### config.mk
export PLATFORM = sky130hd
export DESIGN_NAME = seq_addsub_chunked
export DESIGN_NICKNAME = d
export VERILOG_FILES = /design/src/rtl/addsub_pkg.sv /design/src/rtl/seq_addsub_chunked_chunk_adder.sv /design/src/rtl/seq_addsub_chunked.sv
export SDC_FILE = /design/constraint.sdc
export NUM_CORES = 1
export LEC_CHECK = 0
export CORE_ASPECT_RATIO = 1.2
export CORE_MARGIN = 2
export CORE_UTILIZATION = 40
export CTS_BUF_LIST = sky130_fd_sc_hd__clkbuf_4 sky130_fd_sc_hd__clkbuf_8 sky130_fd_sc_hd__clkbuf_16
export DETAILED_ROUTE_END_ITERATION = 8
export SETUP_SLACK_MARGIN = 0.5
export SLEW_MARGIN = 25
export SYNTH_ARGS = -nofsm -noshare
export SYNTH_HDL_FRONTEND = slang
export SYNTH_SLANG_ARGS = --single-unit
### constraint.sdc
create_clock -name clk -period 6.79 [get_ports clk]
set_clock_uncertainty 0.05 [all_clocks]
set_input_delay 0.679 -clock clk [delete_from_list [all_inputs] [get_ports clk]]
set_output_delay 0.679 -clock clk [all_outputs]
set_load 0.01 [all_outputs]
### src/rtl/addsub_pkg.sv
// Shared types and helpers for the chunked sequential adder/subtractor.
package addsub_pkg;

  typedef enum logic [1:0] {
    IDLE = 2'd0,
    CALC = 2'd1,
    DONE = 2'd2
  } state_e;

  // Width of the chunk index counter; a single-chunk build still needs one bit.
  function automatic int idx_w(input int n);
    return (n > 1) ? $clog2(n) : 1;
  endfunction

endpackage

### src/rtl/seq_addsub_chunked_chunk_adder.sv
// Combinational CHUNK-bit ripple adder slice. Exposes the carry into its top
// bit so the parent can form signed overflow on the last chunk.
module chunk_adder #(
  parameter int CHUNK = 4
) (
  input  logic [CHUNK-1:0] a_chunk,
  input  logic [CHUNK-1:0] b_chunk,
  input  logic             cin,
  output logic [CHUNK-1:0] s_chunk,
  output logic             cout,
  output logic             c_msb_in
);

  logic [CHUNK:0] c;

  assign c[0] = cin;

  for (genvar i = 0; i < CHUNK; i++) begin : g_fa
    assign s_chunk[i] = a_chunk[i] ^ b_chunk[i] ^ c[i];
    assign c[i+1]     = (a_chunk[i] & b_chunk[i]) | (c[i] & (a_chunk[i] ^ b_chunk[i]));
  end

  assign cout     = c[CHUNK];
  assign c_msb_in = c[CHUNK-1];

endmodule

### src/rtl/seq_addsub_chunked.sv
// Multi-cycle two's-complement adder/subtractor. Adds CHUNK bits per clock
// through a registered carry so wide operands keep a short combinational path.
// Valid/ready on both sides; one operation in flight at a time.
module seq_addsub_chunked
  import addsub_pkg::*;
#(
  parameter int WIDTH = 32,
  parameter int CHUNK = 4
) (
  input  logic             clk,
  input  logic             reset_n,
  input  logic             in_valid,
  output logic             in_ready,
  input  logic [WIDTH-1:0] a,
  input  logic [WIDTH-1:0] b,
  input  logic             sub,
  output logic             out_valid,
  input  logic             out_ready,
  output logic [WIDTH-1:0] sum,
  output logic             carryout,
  output logic             overflow,
  output logic             zero
);

  localparam int NCHUNK = WIDTH / CHUNK;
  localparam int IW     = idx_w(NCHUNK);
  localparam logic [IW-1:0] LAST = IW'(NCHUNK - 1);

  state_e           state_q, state_d;
  logic [WIDTH-1:0] a_q, a_d, b_q, b_d, sum_q, sum_d;
  logic             carry_q, carry_d;
  logic             cout_q, cout_d, ovf_q, ovf_d, zero_q, zero_d;
  logic [IW-1:0]    idx_q, idx_d;

  logic [31:0]      base;
  logic [CHUNK-1:0] a_ch, b_ch, s_ch;
  logic             ch_cout, ch_cmsb;
  logic             last;

  assign base = 32'(idx_q) * 32'(CHUNK);
  assign a_ch = a_q[base +: CHUNK];
  assign b_ch = b_q[base +: CHUNK];
  assign last = (idx_q == LAST);

  chunk_adder #(.CHUNK(CHUNK)) u_chunk (
    .a_chunk  (a_ch),
    .b_chunk  (b_ch),
    .cin      (carry_q),
    .s_chunk  (s_ch),
    .cout     (ch_cout),
    .c_msb_in (ch_cmsb)
  );

  // State register; reset aborts any operation in progress.
  always_ff @(posedge clk) begin
    if (!reset_n) state_q <= IDLE;
    else          state_q <= state_d;
  end

  // Next-state logic.
  always_comb begin
    state_d = state_q;
    case (state_q)
      IDLE:    if (in_valid) state_d = CALC;
      CALC:    if (last)     state_d = DONE;
      DONE:    if (out_ready) state_d = IDLE;
      default: state_d = IDLE;
    endcase
  end

  // Handshake outputs decoded from state.
  always_comb begin
    in_ready  = (state_q == IDLE);
    out_valid = (state_q == DONE);
  end

  // Datapath next-state: latch operands on accept, fold one chunk per CALC cycle.
  always_comb begin
    a_d     = a_q;
    b_d     = b_q;
    sum_d   = sum_q;
    carry_d = carry_q;
    idx_d   = idx_q;
    cout_d  = cout_q;
    ovf_d   = ovf_q;
    zero_d  = zero_q;
    case (state_q)
      IDLE: if (in_valid) begin
        // Subtraction as a + ~b + 1: invert b once here, seed carry with sub.
        a_d     = a;
        b_d     = sub ? ~b : b;
        carry_d = sub;
        idx_d   = '0;
      end
      CALC: begin
        sum_d[base +: CHUNK] = s_ch;
        carry_d              = ch_cout;
        idx_d                = last ? '0 : idx_q + 1'b1;
        if (last) begin
          cout_d = ch_cout;
          ovf_d  = ch_cmsb ^ ch_cout;
          zero_d = (sum_d == '0);
        end
      end
      default: ;
    endcase
  end

  // Datapath registers; results hold across DONE and IDLE until the next op.
  always_ff @(posedge clk) begin
    if (!reset_n) begin
      a_q     <= '0;
      b_q     <= '0;
      sum_q   <= '0;
      carry_q <= 1'b0;
      idx_q   <= '0;
      cout_q  <= 1'b0;
      ovf_q   <= 1'b0;
      zero_q  <= 1'b0;
    end else begin
      a_q     <= a_d;
      b_q     <= b_d;
      sum_q   <= sum_d;
      carry_q <= carry_d;
      idx_q   <= idx_d;
      cout_q  <= cout_d;
      ovf_q   <= ovf_d;
      zero_q  <= zero_d;
    end
  end

  assign sum      = sum_q;
  assign carryout = cout_q;
  assign overflow = ovf_q;
  assign zero     = zero_q;

endmodule

==> impl_metrics.env <==
export IMPL_status="finished, final reports clean"
export IMPL_finalWorstSetupSlack_ns=2.431
export IMPL_ioPinCount=106
export IMPL_slew_limit_headroom_pct=30.94
export IMPL_grt_max_degree=107
export IMPL_setup_viol=0
export IMPL_start_util_pct=41.28
export IMPL_cts_resized_gates=0
export IMPL_routedWlPerCell_microns=14.77
export IMPL_period_share_pct=64.19
export IMPL_avgViaCountPerCell=5.123
export IMPL_syn_nets=645
export IMPL_final_cells=806
export IMPL_fp_dieW_microns=108.6
export IMPL_pre_cts_ws_ns=2.443
export IMPL_fillers=1234
export IMPL_routed_wl_met3_microns=472
export IMPL_cts_root_buf="clkbuf_16"
export IMPL_slew_viol_final=0
export IMPL_first_global_vias=4116
export IMPL_cts_setup_buffers=0
export IMPL_cp_start_kind="flip-flop"
export IMPL_tritoncts="done"
export IMPL_synth_common_cells="116 x nand2_1, 105 x dfxtp_1, 39 x a21boi_0"
export IMPL_nNetsFinal=717
export IMPL_comb_power_share_pct=15.4
export IMPL_worstPathMaxFanout=21
export IMPL_tns_ns=0
export IMPL_cp_common_cell="fa_1"
export IMPL_dr_max_layer_used="met4"
export IMPL_rows=45
export IMPL_worstSetupEndpointType="flip-flop"
export IMPL_drive_above_1_share_pct=7.009
export IMPL_grt_ovfl_total=0
export IMPL_fin_crit_ns=4.359
export IMPL_vdd_drop_max_v=0.0001457
export IMPL_path_class="reg -> reg"
export IMPL_syn_area_sq_um=5253
export IMPL_hold_ws_ns=0.4141
export IMPL_cts_max_path_buffers=2
export IMPL_drt_wl_total_microns=11900
export IMPL_die_y_microns=129.5
export IMPL_final_antenna_net_count=0
export IMPL_hp_class="reg -> reg"
export IMPL_yosysWarnings=0
export IMPL_worstPathRequired_ns=6.99
export IMPL_crit_buf_inv=3
export IMPL_synth_top_area_share_pct=40.02
export IMPL_synth_seq_cells=105
export IMPL_async_flop_share_pct=0
export IMPL_grt_pass1_wl_microns=19580
export IMPL_syn_inst=565
export IMPL_seqPwrFrac_pct=45.5
export IMPL_crit_chain="buf_4 > mux4_2 > mux2i_1 > fa_1 > inv_1 > fa_1 > inv_1 > fa_1 > fa_1 > and4b_1 > nor2_1 > a31oi_1 > nand4_1 > o31ai_1"
export IMPL_synth_edf_count=0
export IMPL_cts_hold_buffers=0
export IMPL_avgSynthCellArea_sq_um=9.297
export IMPL_drt_iter0_markers=177
export IMPL_sw_frac_of_total_pct=23.89
export IMPL_worst_pin_slew_ns=1.020
export IMPL_htreeDepth=3
export IMPL_synthFlopType="dfxtp_1"
export IMPL_vias=4129
export IMPL_power_internal_mw=1.117
export IMPL_synth_most_common_cell="nand2_1"
export IMPL_p_leak_nw=2.699
export IMPL_arrival_ns=4.56
export IMPL_path_clk_slew_ns=0.07
export IMPL_power_density_nw_per_um2=220.1
export IMPL_p_switching_mw=0.3507
export IMPL_firstDrtPassIters=4
export IMPL_dpl_cell_count=790
export IMPL_m1WireLength_microns=5317
export IMPL_power_total_mw=1.468
export IMPL_synth_seq_area_share_pct=40.02
export IMPL_drcViolationCount=0
export IMPL_critPathTopFamily="adder cells"
export IMPL_diodes=0
export IMPL_clock_fmax_mhz=229.4
export IMPL_finalHoldViolCount=0
export IMPL_die_area_sq_um=14070
export IMPL_synth_largest_area_cell="dfxtp_1"
export IMPL_p_clk_share_pct=39.1
export IMPL_coreArea_sq_um=12720
export IMPL_crit_slowest_cell="dfxtp_1"
export IMPL_routed_wl_met2_microns=5935
export IMPL_clkLatencyLatePin_ns=0.34
export IMPL_portBuffers=105
export IMPL_hpwlAfterDp_microns=8612
export IMPL_cts_inserted_buffers=9
export IMPL_rsz0062_at_grt="no"
export IMPL_grtUsageTotal_pct=17.53
export IMPL_gp_congestion=0.8646
export IMPL_worst_path_largest_cell_delay_ns=0.74
export IMPL_synth_area_leaders="dfxtp_1 40%, nand2_1 8.3%, mux4_2 6.9%"
export IMPL_cts_sinks=105
export IMPL_area_delta_synth_final_pct=26.97
export IMPL_antenna_found_initial=0
export IMPL_maxCapViolCount=0
export IMPL_ys_types=46
[worst min-delay path: cells and delay by family (launching register included)]
kind | cells | cell delay, ns
AO/OA/AOI/OAI | 1 | 0.06
AND/OR/NAND/NOR | 1 | 0.05
flip-flops | 1 | 0.31
[sequential cells by signal (all words and copies together) (netlist names)]
name / count
a_q: 32
b_q: 32
carry_q: 1
carryout: 1
idx_q: 3
overflow: 1
state_q: 2
sum: 32
zero: 1
[path summary, 6_finish.rpt]
check / end / slack (ns) / cells after the start / start
max: zero / 2.43 / 14 / idx_q[0]
min reg2reg: a_q[22] / 0.41 / 2 / a_q[22]
min: a_q[22] / 0.41 / 2 / a_q[22]
max reg2reg: zero / 2.43 / 14 / idx_q[0]
[cell usage in the layout, fill, tap and decap left out, drive strengths merged, types with 3 or more instances in the layout]
cell	instances
dfxtp	105
nand3b	3
inv	9
a31oi	5
o21ai	11
or4	3
a21oi	6
and3	3
nand4	3
nand3	5
buf	5
nor4	6
a21boi	39
nand2	116
o211a	34
and2	9
mux4	16
xnor2	33
mux2i	29
ha	7
clkbuf	12
clkdlybuf4s50	103
nor2b	25
nor2	24
fa	4
nor3	5
[through the flow]
stage               utilization, %  area [sq um]
finish                       52.41          6669
global route                 52.41          6669
CTS                          52.41          6669
detailed placement           49.73          6329
global placement             49.71          6326
floorplan                        -          5253
[power groups by stage]
stage | Combinational, mW | Sequential [mW] | Clock [mW]
2_1_floorplan | 0.153 | 0.674 | 0
3_3_place_gp | 0.226 | 0.682 | 0
6_report | 0.226 | 0.668 | 0.574
3_5_place_dp | 0.228 | 0.682 | 0
4_1_cts | 0.229 | 0.668 | 0.586
5_1_grt | 0.250 | 0.672 | 0.611
[cell type report]
class | instances | area, sq um | area share, %
tap | 164 | 205.2 | 3.077
sequential | 105 | 2102 | 31.52
multi-input combinational | 404 | 2924 | 43.85
timing repair buffer | 108 | 1064 | 15.95
clock inverter | 4 | 73.82 | 1.107
clock buffer | 12 | 266.5 | 3.996
inverter | 9 | 33.78 | 0.5066
[metal layers]
metal  global-route usage [%]  vias to the layer above
li1                         -                     2088
met1                    21.69                     1936
met2                    30.37                       91
met3                    3.622                       14
met4                    5.732                        0
met5                        0                        -
[cells by family after synthesis]
group                    count (synthesis)  share of synthesized area (%)
AND/OR/NAND/NOR                        212                          19.01
flip-flops                             105                          40.02
AO/OA/AOI/OAI                          103                          15.48
buffers and inverters                   56                          4.407
multiplexers                            45                          12.39
XOR/XNOR                                33                          5.503
adder cells (fa/ha/maj)                 11                          3.192
Note: power is estimated with default switching activity, not from simulation.
==> patch (same flow settings) <==
Put one more register stage on the output `overflow`. The value now appears one clock later. The other outputs are not delayed to match.
--- a/src/rtl/seq_addsub_chunked.sv
+++ b/src/rtl/seq_addsub_chunked.sv
@@ -132,5 +132,7 @@
   assign sum      = sum_q;
   assign carryout = cout_q;
-  assign overflow = ovf_q;
+  always_ff @(posedge clk) begin
+    overflow <= ovf_q;
+  end
   assign zero     = zero_q;
 
Formal check against the unedited RTL: not equivalent (Yosys sat finds a counterexample within 10 cycles, from zero or initial values and one cycle with reset_n low).
==> patch against the original RTL <==
- total power fell by 0.22%
- final area rose by 0.17%
- count of clock-buffer cells in the layout fell by 2
- setup slack improved by 0.027 ns
- final cell count did not move
- sequential share of layout area rose by 0.27 points
- sequential power rose by 1%
- wire length rose by 2.6%
- synthesized area rose by 0.38%
- first-iteration DRC count rose by 4.0%
- sequential cell count rose by 1
- highest routed layer unchanged
==> patch: results <==
metrics = {
    "status": {
        "status": "completed",
    },
    "cts": {
        "root_buffer": "clkbuf_16",
        "numCtsBuffers": 9,
        "h-tree-depth": 3,
        "clock_latency_ns": 0.35,
        "clk_pin_slew_ns": 0.07,
        "post_cts_buffers": 0,
        "cts.path.max_buffers": 2,
    },
    "place": {
        "hpwl_microns": 8950,
        "place_congestion": 0.848,
        "io_buffers": 105,
    },
    "worst_setup_path": {
        "r2r_cells": 14,
        "crit_arrival_ns": 4.53,
        "cp_max_fo": 14,
        "max_stage_delay_ns": 0.72,
        "critPathSlowestCell": "fa_1",
    },
    "timing": {
        "slew_violations": 0,
        "final_hold_viol_count": 0,
        "slew_headroom": 0.405,
    },
    "detailed_routing": {
        "avgRoutedWirePerCell_microns": 15.1,
        "drtIter0Drc": 184,
        "vias": 4204,
        "first_pass_iters": 5,
    },
    "logic_synthesis": {
        "synthTopCellsByCount": "nand2_1, dfxtp_1, a21boi_0, clkbuf_1, o211a_1",
        "seq_area_frac_synth": 0.402,
        "synthArstFlopShare": 0,
        "ys_top_cells_by_area": "dfxtp_1, nand2_1, mux4_2",
        "syn_nets": 646,
        "ys_types": 46,
    },
    "grt": {
        "grt_pass1_wl_microns": 20000,
        "antenna_found_initial": 0,
        "grt_pass1_vias": 4113,
        "track_usage": 0.180,
    },
    "pwr": {
        "p_leak_nw": 2.69,
        "vdd.ir_drop.worst_v": 0.000103,
    },
    "layout": {
        "drive_gt1_frac": 0.0717,
        "fill_cells": 1212,
        "final_nets": 718,
        "antennaDiodeCount": 0,
    },
    "hold_path": {
        "holdPathStages": 0,
        "hold_class": "flop to flop",
    },
}
-- patch: cell count changes in the layout (fill, tap and decap cells not counted) --
cell,unedited run,this run
clkinv_2,1,0
inv_6,0,2
and2_2,0,1
o311ai_1,1,0
dfxtp_2,0,1
o311ai_2,0,1
clkbuf_8,3,1
clkinvlp_4,0,1
clkinv_4,1,0
and2_4,1,0
-- patch: cell families after synthesis --
kind of cell,after synthesis,share of synthesized area
and+or+nand+nor,212,0.189
DFF,106,0.402
AOI/OAI and AO/OA,103,0.154
buffers and inverters,56,0.0439
muxes,45,0.123
xor gates and xnor gates,33,0.0548
adders and majority gates,11,0.0318
-- patch: report_power, final --
group	switching, W	total, W	internal [W]	leakage [nW]
Combinational	0.000106	0.000222	0.000116	1.66
Sequential	0.0000247	0.000678	0.000654	0.868
Clock	0.000230	0.000564	0.000334	0.156
-- patch: worst max-delay path, delay by kind of cell (launching register included) --
| family | cells | cell delay [ns] |
|---|---|---|
| simple gates | 3 | 0.49 |
| buf+inv | 3 | 0.45 |
| fa+ha+maj | 4 | 1.71 |
| compound gates | 2 | 0.48 |
| mux | 2 | 0.33 |
| flops | 1 | 0.71 |
-- patch: per-layer routing --
layer  track usage  part of all wire  vias to the layer above  routed length [microns]
met5             0                 0                        -                        0
met4        0.0498             0.013                        0                      157
met3        0.0375             0.041                       13                      498
met2         0.311              0.51                       97                     6280
met1         0.229              0.43                     1995                     5270
li1              -                 -                     2099                        -
-- patch: worst paths after layout --
kind / start / end / slack, ns
setup reg to reg: idx_q[1] / zero / 2.46
hold reg to reg: ovf_q / overflow / 0.33
setup / recovery: idx_q[1] / zero / 2.46
hold / removal: ovf_q / overflow / 0.33
-- patch: area by class of cell --
type                            instances  share of cell area
Multi-Input combinational cell        404               0.439
Sequential cell                       106               0.318
Timing Repair Buffer                  108               0.159
Clock buffer                           10              0.0358
Tap cell                              164              0.0307
Clock inverter                          5              0.0127
Inverter                                9             0.00506
-- patch: metrics by stage --
step	worst slack, ns	area, sq um	cells
after CTS	2.50	6670	806
after floorplan	2.85	5270	566
after detailed placement	2.51	6350	791
after global placement	2.66	6350	791
after global routing	2.20	6680	806
final	2.46	6680	806
